$ cat src/rtl/jtag_ir_secure.sv
// Parametrised JTAG instruction register with legal-opcode filtering,
// a security-gated privileged opcode window and strict shift-length checking.
// Sticky error flags are reported through the CAPTURE_IR value and clear on read.
module jtag_ir_secure #(
  parameter int                     IR_WIDTH      = 4,
  parameter logic [IR_WIDTH-1:0]    RESET_OPCODE  = IR_WIDTH'(1),
  parameter logic [IR_WIDTH-1:0]    BYPASS_OPCODE = '1,
  parameter logic [2**IR_WIDTH-1:0] VALID_MASK    = (2**IR_WIDTH)'('h81DF),
  parameter int                     PRIV_LO       = 6,
  parameter int                     PRIV_HI       = 8,
  parameter bit                     STRICT_LEN    = 1'b1
) (
  input  logic                TCK,
  input  logic                TRST,
  input  logic                TDI,
  input  logic [3:0]          tap_state,
  input  logic                sec_unlock,
  output logic [IR_WIDTH-1:0] IR,
  output logic                IR_tdo,
  output logic                ir_upd,
  output logic                ir_priv,
  output logic                len_err,
  output logic                priv_err
);

  localparam int CW = $clog2(IR_WIDTH + 2);

  localparam logic [CW-1:0] CNT_FULL = CW'(IR_WIDTH);
  localparam logic [CW-1:0] CNT_SAT  = CW'(IR_WIDTH + 1);

  localparam logic [IR_WIDTH-1:0] PRIV_LO_V = IR_WIDTH'(PRIV_LO);
  localparam logic [IR_WIDTH-1:0] PRIV_HI_V = IR_WIDTH'(PRIV_HI);

  localparam logic [3:0] TS_TLR        = 4'hF;
  localparam logic [3:0] TS_CAPTURE_IR = 4'hE;
  localparam logic [3:0] TS_SHIFT_IR   = 4'hA;
  localparam logic [3:0] TS_UPDATE_IR  = 4'hD;

  logic [IR_WIDTH-1:0] ir_shift;
  logic [CW-1:0]       shift_cnt;

  logic [IR_WIDTH-1:0] shift_nxt;
  logic [CW-1:0]       cnt_nxt;
  logic [IR_WIDTH-1:0] ir_nxt;
  logic                upd_nxt;
  logic                len_nxt;
  logic                priv_nxt;
  logic [IR_WIDTH-1:0] capture_val;

  function automatic logic in_priv(input logic [IR_WIDTH-1:0] op);
    return (op >= PRIV_LO_V) && (op <= PRIV_HI_V);
  endfunction

  assign IR_tdo = ir_shift[0];

  // Capture word: error flags above the mandatory 2'b01 LSBs, zero padded.
  always_comb begin
    capture_val      = '0;
    capture_val[3:0] = {priv_err, len_err, 2'b01};
  end

  // Next-state for the shift register, counter, IR and sticky flags.
  always_comb begin
    shift_nxt = ir_shift;
    cnt_nxt   = shift_cnt;
    ir_nxt    = IR;
    upd_nxt   = 1'b0;
    len_nxt   = len_err;
    priv_nxt  = priv_err;
    case (tap_state)
      TS_CAPTURE_IR: begin
        // Flags are only ever set in UPDATE_IR, so clearing here never races a set.
        shift_nxt = capture_val;
        cnt_nxt   = '0;
        len_nxt   = 1'b0;
        priv_nxt  = 1'b0;
      end
      TS_SHIFT_IR: begin
        shift_nxt = {TDI, ir_shift[IR_WIDTH-1:1]};
        if (shift_cnt != CNT_SAT) cnt_nxt = shift_cnt + CW'(1);
      end
      TS_UPDATE_IR: begin
        if (STRICT_LEN && (shift_cnt != CNT_FULL)) begin
          len_nxt = 1'b1;
        end else if (!VALID_MASK[ir_shift]) begin
          ir_nxt  = BYPASS_OPCODE;
          upd_nxt = 1'b1;
        end else if (in_priv(ir_shift) && !sec_unlock) begin
          ir_nxt   = BYPASS_OPCODE;
          priv_nxt = 1'b1;
          upd_nxt  = 1'b1;
        end else begin
          ir_nxt  = ir_shift;
          upd_nxt = 1'b1;
        end
      end
      default: ;
    endcase
  end

  // State register; TRST and Test-Logic-Reset both force the reset image.
  always_ff @(posedge TCK) begin
    if (TRST || (tap_state == TS_TLR)) begin
      IR        <= RESET_OPCODE;
      ir_shift  <= '0;
      shift_cnt <= '0;
      ir_upd    <= 1'b0;
      ir_priv   <= 1'b0;
      len_err   <= 1'b0;
      priv_err  <= 1'b0;
    end else begin
      IR        <= ir_nxt;
      ir_shift  <= shift_nxt;
      shift_cnt <= cnt_nxt;
      ir_upd    <= upd_nxt;
      ir_priv   <= in_priv(ir_nxt);
      len_err   <= len_nxt;
      priv_err  <= priv_nxt;
    end
  end

endmodule

$ cat config.mk
export PLATFORM = sky130hd
export DESIGN_NAME = jtag_ir_secure
export DESIGN_NICKNAME = d
export VERILOG_FILES = /design/src/rtl/jtag_ir_secure.sv
export SDC_FILE = /design/constraint.sdc
export NUM_CORES = 1
export LEC_CHECK = 0
export ABC_AREA = 1
export CORE_ASPECT_RATIO = 2
export CORE_UTILIZATION = 30
export DETAILED_ROUTE_END_ITERATION = 10
export PLACE_DENSITY_LB_ADDON = 0.05
export SYNTH_ARGS = -nofsm -noshare
export SYNTH_HDL_FRONTEND = slang
export SYNTH_SLANG_ARGS = --single-unit
$ cat constraint.sdc
create_clock -name TCK -period 1.9 [get_ports TCK]
set_input_delay 0.285 -clock TCK [delete_from_list [all_inputs] [get_ports TCK]]
set_output_delay 0.285 -clock TCK [all_outputs]
set_load 0.01 [all_outputs]
==> impl_metrics.tcl <==
set metrics [dict create \
    worst_clock_skew_ns 0.00215 \
    ys_seq_elements 16 \
    yosys.area_share.simple 0.353 \
    max-slew-margin-rel 0.821 \
    root_buffer "clkbuf_8" \
    die_y_um 77.3 \
    p_leak_nw 0.552 \
    crit_slowest_cell "dfxtp_1" \
    hold_slack_ns 0.480 \
    ir_worst_vdd_mv 0.323 \
    insertion_delay_ns 0.25 \
    ys_top_cells_by_count "nand2_1, inv_1, dfxtp_1" \
    start_kind "register" \
    setup_viol 0 \
    synth_area_um2 850 \
    cts_setup_buffers 0 \
    yosysMostFrequentCell "nand2_1" \
    cp_max_fo 10 \
    maxCapViolCount 0 \
    grt_antenna_before_repair 0 \
    worst-endpoint-arrival_ns 1.73 \
    drt_iter0_drc 26 \
    max_freq_mhz 636 \
    cpPeakStageDelay_ns 0.36 \
    ys_types 20 \
    io_buffer_count 16 \
    cts_max_path_buffers 2 \
    synth_flop_cell "dfxtp_1" \
    yosysTopAreaCellShare 0.377 \
    postRouteAntennaNets 0 \
    syn-instance-count 128 \
    min_from "len_err" \
    drt_pass1_iterations 4 \
    cts_tree "yes" \
    r2r_cells 12 \
    hp-class "reg -> reg" \
    crit_start "shift_cnt[0]" \
    rsz0062_at_grt "false" \
    tightest_slew_ns 0.267 \
    synthXorXnorAreaFrac 0 \
    synthAdderAreaFrac 0.0442 \
    synth_top_family_by_area "simple AND/OR/NAND/NOR gates" \
    syn-num-nets 139 \
    synth_mux_area_frac 0 \
    rows 27 \
    crit_family "simple AND/OR/NAND/NOR gates" \
    final_layout_size_suffix_gt1_frac 0.127 \
    syn_area_per_cell_um2 6.64 \
    ys_seq_area_frac 0.377 \
    min_path_cells 2 \
    path_cells "inv_1 -> ha_1 -> nand2_1 -> inv_1 -> nand3_2 -> clkinv_1 -> o21ai_1 -> nand2_1 -> nand2_1 -> o21ai_1 -> nand2_1 -> inv_1" \
    path_common_cell "nand2_1" \
    critPathKind "reg -> reg" \
    htree_levels 1 \
    synth_compound_area_frac 0.109 \
    dieArea_mm2 0.00306 \
    layout_min_cycle_time_ns 1.57 \
    grt_pass1_wl_mm 3.37 \
    async_reset_ff_frac 0 \
    drc 0 \
    antenna_cells 0 \
    fin_tns_setup_ns 0 \
    worstSetupEndpointType "register" \
    nets 162 \
    r2r-start "shift_cnt[0]" \
    drt_wl_total_mm 2.03 \
    power_mw 0.717 \
    cts_hold_buf 0 \
    areaGrowthSynthToFinish_pct 31.4 \
    fin_util 0.413 \
    grt-ovfl-total 0 \
    dpl.hpwl_mm 1.63 \
    wl_per_cell_um 11.4 \
    p_per_area_mw_per_mm2 643 \
    numCtsBuffers 3 \
    grt_usage 0.159 \
    io_pins 17 \
    cts_resized 0 \
    start_util 0.314 \
    gp_congestion 0.829 \
    vias 834 \
    cp.depth 12 \
    grt_pass1_vias 801 \
    cts.sinks 16 \
    yosys_warnings 0 \
    cts.clk_slew.worst_paths_ns 0.07 \
    crit_buf_inv 4 \
    hold_viol 0 \
    yosysTopAreaCell "dfxtp_1" \
    grt_max_degree 11 \
    fin_crit_sh 0.828 \
    cp_data_required_time_ns 2.06 \
    die_w_um 39.6 \
    viasPerCell 4.66 \
    slew_violations 0 \
    yosys-top-cells-area "dfxtp_1, nand2_1, inv_1, ha_1, nand3_1" \
    n_fill_cell 298 \
    status "completed" \
    core_area_mm2 0.00270 \
    synth-edff-count 0 \
]
==> path summary, 6_finish.rpt <==
check,endpoint,slack [ns]
worst max-delay path,ir_priv,0.33
worst min-delay path,len_err,0.48
worst max register to register,ir_priv,0.33
worst min register to register,len_err,0.48
==> layout by cell type (no fill, tap or decap), drive strengths merged <==
| cell | Yosys | final |
|---|---|---|
| a21oi | 7 | 7 |
| buf | 0 | 2 |
| clkbuf | 0 | 4 |
| clkdlybuf4s50 | 0 | 16 |
| clkinv | 3 | 3 |
| dfxtp | 16 | 16 |
| ha | 3 | 3 |
| inv | 23 | 23 |
| nand2 | 46 | 46 |
| nand3 | 9 | 9 |
| nand3b | 1 | 1 |
| nor2 | 12 | 12 |
| nor3 | 1 | 1 |
| o211ai | 2 | 2 |
| o21ai | 4 | 4 |
| o21bai | 1 | 1 |
==> registers in the layout, summed over array words and instances, names as in the netlist, named ones only <==
| name | count |
|---|---|
| priv_err | 1 |
| len_err | 1 |
| ir_shift | 4 |
| IR | 4 |
| ir_upd | 1 |
| shift_cnt | 3 |
| ir_priv | 1 |
==> tightest hold or removal path, delay by kind of cell (launching register included) <==
kind | cells | cell delay [ns]
simple gates | 1 | 0.06
compound gates | 1 | 0.05
flops | 1 | 0.32
==> layout make-up <==
cell class,instances,area (µm²),share of cell area
multi-input cells,86,430,0.386
flip-flops and latches,16,320,0.287
repair buffers,18,175,0.157
inverters,26,98.8,0.0886
clock buffers,4,55.1,0.0493
well taps,29,36.3,0.0325
==> stage by stage <==
stage / setup slack [ns] / cells / instance area (µm²)
6_report: 0.328 / 179 / 1120
5_1_grt: 0.0973 / 179 / 1120
4_1_cts: 0.303 / 179 / 1120
3_5_place_dp: 0.0542 / 175 / 1060
3_3_place_gp: 0.0392 / 175 / 1060
2_1_floorplan: 0.558 / 128 / 850
==> report_power, final <==
group / internal, mW / leakage, nW / switching, mW
logic: 0.0300 / 0.394 / 0.0342
registers: 0.338 / 0.129 / 0.00216
clock network: 0.184 / 0.0288 / 0.128
==> cells by family after synthesis <==
| kind of cell | Yosys count |
|---|---|
| AND/OR/NAND/NOR | 69 |
| buffers and inverters | 26 |
| AO/OA/AOI/OAI | 14 |
| adder cells (fa/ha/maj) | 3 |
| flip-flops | 16 |
==> routing by layer <==
| metal | GRT usage | vias to the layer above | wire length (µm) |
|---|---|---|---|
| li1 | - | 433 | - |
| met1 | 0.155 | 375 | 784 |
| met2 | 0.292 | 21 | 1140 |
| met3 | 0.0173 | 5 | 48 |
| met4 | 0.0828 | 0 | 57 |
| met5 | 0 | - | 0 |
(Power assumes the default switching activity.)
==> patch 1, RTL diff (config.mk and constraints unchanged) <==
Set the parameter `PRIV_HI` to 7 (it was 8).
--- a/src/rtl/jtag_ir_secure.sv
+++ b/src/rtl/jtag_ir_secure.sv
@@ -9,3 +9,3 @@
   parameter int                     PRIV_LO       = 6,
-  parameter int                     PRIV_HI       = 8,
+  parameter int                     PRIV_HI       = 7,
   parameter bit                     STRICT_LEN    = 1'b1
Function: changed (Yosys sat finds a counterexample within 10 cycles, from zero or initial values).
==> patch 1 against the original RTL <==
- area after synthesis down 3.2%
- sequential cell count unchanged
- die area fell by 3.1%
- worst setup slack gained 0.11 ns
- core utilization grew 1.3 points
- first-iteration DRC count decreased by 62%
- sequential share of layout area is 0.56 points higher
- hold slack worse by 0.00054 ns
- cell area fell by 1.9%
- power grew 0.13%
- count of clock-buffer cells in the layout unchanged
- routed wire length decreased by 4.1%
- critical path type is now flop to primary output
- critical endpoint is now len_err
- largest power group unchanged
==> patch 1: results (changes against the original RTL) <==
{| class="wikitable"
! Metric !! Value
|-
| Maximum clock skew at final layout || 0.00250 ns (+0.000348 ns)
|-
| Final wirelength || 1.95 mm (-4.1%)
|-
| Vias per Instance || 4.66 (about the same)
|-
| Top Registers || IR (4), ir_shift (4), shift_cnt (3)
|-
| Detailed Place HPWL || 1.59 mm (-2.2%)
|-
| Run status || complete, no violations
|-
| # fillers || 301 (+1.0%)
|-
| Worst-case vdd ir drop || 0.685 mV (+110%)
|-
| Number of global-route vias before repair || 785 (-2.0%)
|-
| First-pass GRT wire length || 3.31 mm (-1.8%)
|-
| Most numerous cell types in the synthesized netlist || 25 x sky130_fd_sc_hd__nand2_1, 24 x sky130_fd_sc_hd__inv_1, 19 x sky130_fd_sc_hd__nand3_1
|-
| Total global routing track utilization || 0.153 (-0.00597)
|-
| Maximum number of pins on one net before global-route repair || 10 (-1)
|-
| Switching component of the power || 160 uW (-3.1%)
|-
| Final RePlAce weighted congestion || 0.851 (+2.7%)
|-
| Slew at the pin closest to its max-slew limit || 0.305 ns (+0.0378 ns)
|-
| IO buf count || 16 (unchanged)
|-
| Diode insertion count for antenna repair || 0 (unchanged)
|-
| Slowest CP cell || sky130_fd_sc_hd__clkdlybuf4s50_1
|-
| Iter 0 DRT Violations || 10 (-62%)
|-
| Maximum fanout count along the critical path || 3 (-7)
|-
| Share of synthesized area occupied by flip-flops and latches || 0.390 (+0.0126)
|-
| Top cells by area in the synthesized netlist || sky130_fd_sc_hd__dfxtp_1 39%, sky130_fd_sc_hd__nand3_1 12%, sky130_fd_sc_hd__nand2_1 11%, sky130_fd_sc_hd__inv_1 11%, sky130_fd_sc_hd__ha_1 4.6%
|-
| Static leakage || 0.544 nW (-1.5%)
|-
| Peak per-stage delay on the critical path || 0.55 ns (+0.19 ns)
|-
| Proportion of layout cells with a drive suffix above 1 || 0.0993 (-0.0274)
|-
| Delay-heaviest family, CP || buffers and inverters
|-
| Number of nets in the final layout || 153 (-5.6%)
|-
| Number of unique standard cell types used by synthesis || 19 (-5.0%)
|}
## patch 1: power groups by stage
stage	clock network, mW	registers [mW]	logic, mW
6_report	0.297	0.346	0.0759
5_1_grt	0.322	0.346	0.0853
4_1_cts	0.307	0.346	0.0769
3_5_place_dp	0	0.353	0.0764
3_3_place_gp	0	0.353	0.0761
2_1_floorplan	0	0.352	0.0389
## patch 1: routing by layer
layer / vias up / GRT usage / share of wire
met5: - / 0 / 0
met4: 0 / 0.0793 / 0.040
met3: 8 / 0.0292 / 0.033
met2: 17 / 0.252 / 0.52
met1: 348 / 0.176 / 0.41
li1: 415 / - / -
## patch 1: layout make-up
class                           instances  area (um2)  area share
Inverter                               25        93.8      0.0857
Clock buffer                            4        55.1      0.0503
Tap cell                               28        35.0      0.0320
Sequential cell                        16         320       0.293
Timing Repair Buffer                   19         183       0.167
Multi-Input combinational cell         77         408       0.373
## patch 1: logic make-up after synthesis
logic type	synth area share
and+or+nand+nor	0.356
adders and majority gates	0.0457
DFF	0.390
AOI/OAI and AO/OA	0.0944
buffers and inverters	0.114
## patch 1: per-stage QoR
| step | instances | setup slack, ns | utilization | power (mW) | instance area (um2) |
|---|---|---|---|---|---|
| 2_1_floorplan | 118 | 0.676 | - | 0.391 | 822 |
| 3_3_place_gp | 165 | 0.155 | 0.405 | 0.429 | 1040 |
| 3_5_place_dp | 165 | 0.158 | 0.405 | 0.430 | 1040 |
| 4_1_cts | 169 | 0.412 | 0.426 | 0.730 | 1090 |
| 5_1_grt | 169 | 0.297 | 0.426 | 0.753 | 1090 |
| 6_report | 169 | 0.436 | 0.426 | 0.718 | 1090 |
## patch 1: worst register-to-register path, stage by stage, from the launching register on
cell and delay (ns):
sky130_fd_sc_hd__dfxtp_1 0.39, sky130_fd_sc_hd__inv_1 0.08, sky130_fd_sc_hd__ha_1 0.19, sky130_fd_sc_hd__nand2_1 0.12
sky130_fd_sc_hd__inv_1 0.11, sky130_fd_sc_hd__nor2_1 0.09, sky130_fd_sc_hd__o21ai_0 0.08, sky130_fd_sc_hd__o21ai_0 0.11
sky130_fd_sc_hd__nand2_1 0.08, sky130_fd_sc_hd__nor2_1 0.08
## patch 1: path summary, 6_finish.rpt
check	slack, ns	to	start	depth (start not counted)
max	0.44	len_err	len_err	1
min	0.48	IR[0]	IR[0]	2
min reg2reg	0.48	IR[0]	IR[0]	2
max reg2reg	0.53	ir_priv	shift_cnt[0]	9
==> patch 2, RTL diff (same settings) <==
Made on the original files. Put one more register stage on the output `priv_err`, without a reset. The value now appears one clock later. The other outputs are not delayed to match.
--- a/src/rtl/jtag_ir_secure.sv
+++ b/src/rtl/jtag_ir_secure.sv
@@ -38,2 +38,4 @@
 
+  logic priv_err_s0;
+
   logic [IR_WIDTH-1:0] ir_shift;
@@ -58,3 +60,3 @@
     capture_val      = '0;
-    capture_val[3:0] = {priv_err, len_err, 2'b01};
+    capture_val[3:0] = {priv_err_s0, len_err, 2'b01};
   end
@@ -68,3 +70,3 @@
     len_nxt   = len_err;
-    priv_nxt  = priv_err;
+    priv_nxt  = priv_err_s0;
     case (tap_state)
@@ -109,3 +111,3 @@
       len_err   <= 1'b0;
-      priv_err  <= 1'b0;
+      priv_err_s0 <= 1'b0;
     end else begin
@@ -117,4 +119,8 @@
       len_err   <= len_nxt;
-      priv_err  <= priv_nxt;
+      priv_err_s0 <= priv_nxt;
     end
+  end
+
+  always_ff @(posedge TCK) begin
+    priv_err <= priv_err_s0;
   end
Behaviour: not the same (a bounded check fails within 10 cycles, from zero or initial values).
==> patch 2 against the original RTL <==
- area after synthesis is 0.29% lower
- hold slack worse by 0.11 ns
- non-clock buffer count stayed put
- global-route usage is 0.39 points lower
- cell area is 1.2% lower
- register-to-register slack better by 0.07 ns
- sequential cell count is 1 higher
- fmax is 1.9% higher
- worst setup slack better by 0.029 ns
- critical path depth is 4 lower
- power is 2.8% lower
- routed wire length is 6.3% lower
- sequential share of layout area is 2.2 points higher
- critical path type is now input port to flop
- largest cell class unchanged
==> patch 2: results (changes against the original RTL) <==
{| class="wikitable"
! Metric !! Value
|-
| Slew at the pin closest to its max-slew limit || 0.295 ns (+0.0274 ns)
|-
| Reg-to-reg setup timing slack || 0.40 ns (+0.07 ns)
|-
| Data arrival time of the critical path || 1.69 ns (-0.04 ns)
|-
| WL/cell || 10.8 um (-5.3%)
|-
| Most numerous cell types in the synthesized netlist || 45 x sky130_fd_sc_hd__nand2_1, 23 x sky130_fd_sc_hd__inv_1, 17 x sky130_fd_sc_hd__dfxtp_1
|-
| Final RePlAce weighted congestion || 0.784 (-5.3%)
|-
| Peak per-stage delay on the critical path || 0.52 ns (+0.16 ns)
|-
| Compound-Gate Fraction of Synth Area || 0.112 (+0.00328)
|-
| Top cells by area in the synthesized netlist || sky130_fd_sc_hd__dfxtp_1 40%, sky130_fd_sc_hd__nand2_1 20%, sky130_fd_sc_hd__inv_1 10%, sky130_fd_sc_hd__nor2_1 4.9%, sky130_fd_sc_hd__nand3_1 4.7%
|-
| Part of the total power dissipated in sequential elements || 0.519 (+0.044)
|-
| Vias per Instance || 4.54 (-2.6%)
|-
| Worst min-delay path startpoint || priv_err_s0
|-
| Slowest CP cell || sky130_fd_sc_hd__clkdlybuf4s50_1
|-
| Final cell area excluding filler cells || 0.00110 mm2 (-1.2%)
|-
| Maximum fanout count along the critical path || 5 (-5)
|-
| Maximum number of pins on one net before global-route repair || 10 (-1)
|-
| Proportion of layout cells with a drive suffix above 1 || 0.0805 (-0.0461)
|-
| Sequential power || 362 uW (+6.2%)
|-
| Number of nets in the final layout || 161 (-0.62%)
|-
| Run status || complete, no violations
|-
| Minimum setup slack after placement || 0.0555 ns (+0.00129 ns)
|-
| Detailed Place HPWL || 1.54 mm (-5.5%)
|-
| Static leakage || 0.544 nW (-1.4%)
|-
| Number of unique standard cell types used by synthesis || 18 (-10%)
|-
| Synthesized-area fraction occupied by adder cells || 0.0443 (+0.000131)
|-
| Hold_ws || 0.372 ns (-0.108 ns)
|-
| Average footprint of a synthesized cell || 6.67 um2 (+0.49%)
|}
-- patch 2: changes by cell type after synthesis, sizes merged --
| cell | before | now |
|---|---|---|
| nor3 | 1 | 0 |
| a21oi | 7 | 6 |
| o21a | 0 | 1 |
| inv | 23 | 25 |
| clkinv | 3 | 0 |
| dfxtp | 16 | 17 |
-- patch 2: how the worst max path moves through the flow --
stage / end / start / slack, ns
floorplan: ir_priv / shift_cnt[0] / 0.57
global placement: flop / tap_state[1] / 0.06
detailed placement: flop / tap_state[1] / 0.06
CTS: flop / tap_state[1] / 0.33
global route: ir_priv / shift_cnt[0] / 0.19
finish: flop / tap_state[1] / 0.36
-- patch 2: layout make-up --
class                      count  share of cell area
sequential                    17               0.309
inverter                      25              0.0851
tap                           28              0.0318
clock buffer                   4              0.0409
timing repair buffer          18               0.159
multi-input combinational     85               0.375
-- patch 2: per-layer routing --
layer  track usage  vias up  share of wire
met5             0        -              0
met4        0.0931        0          0.022
met3        0.0202        4          0.026
met2         0.275       13           0.57
met1         0.153      356           0.38
li1              -      430              -
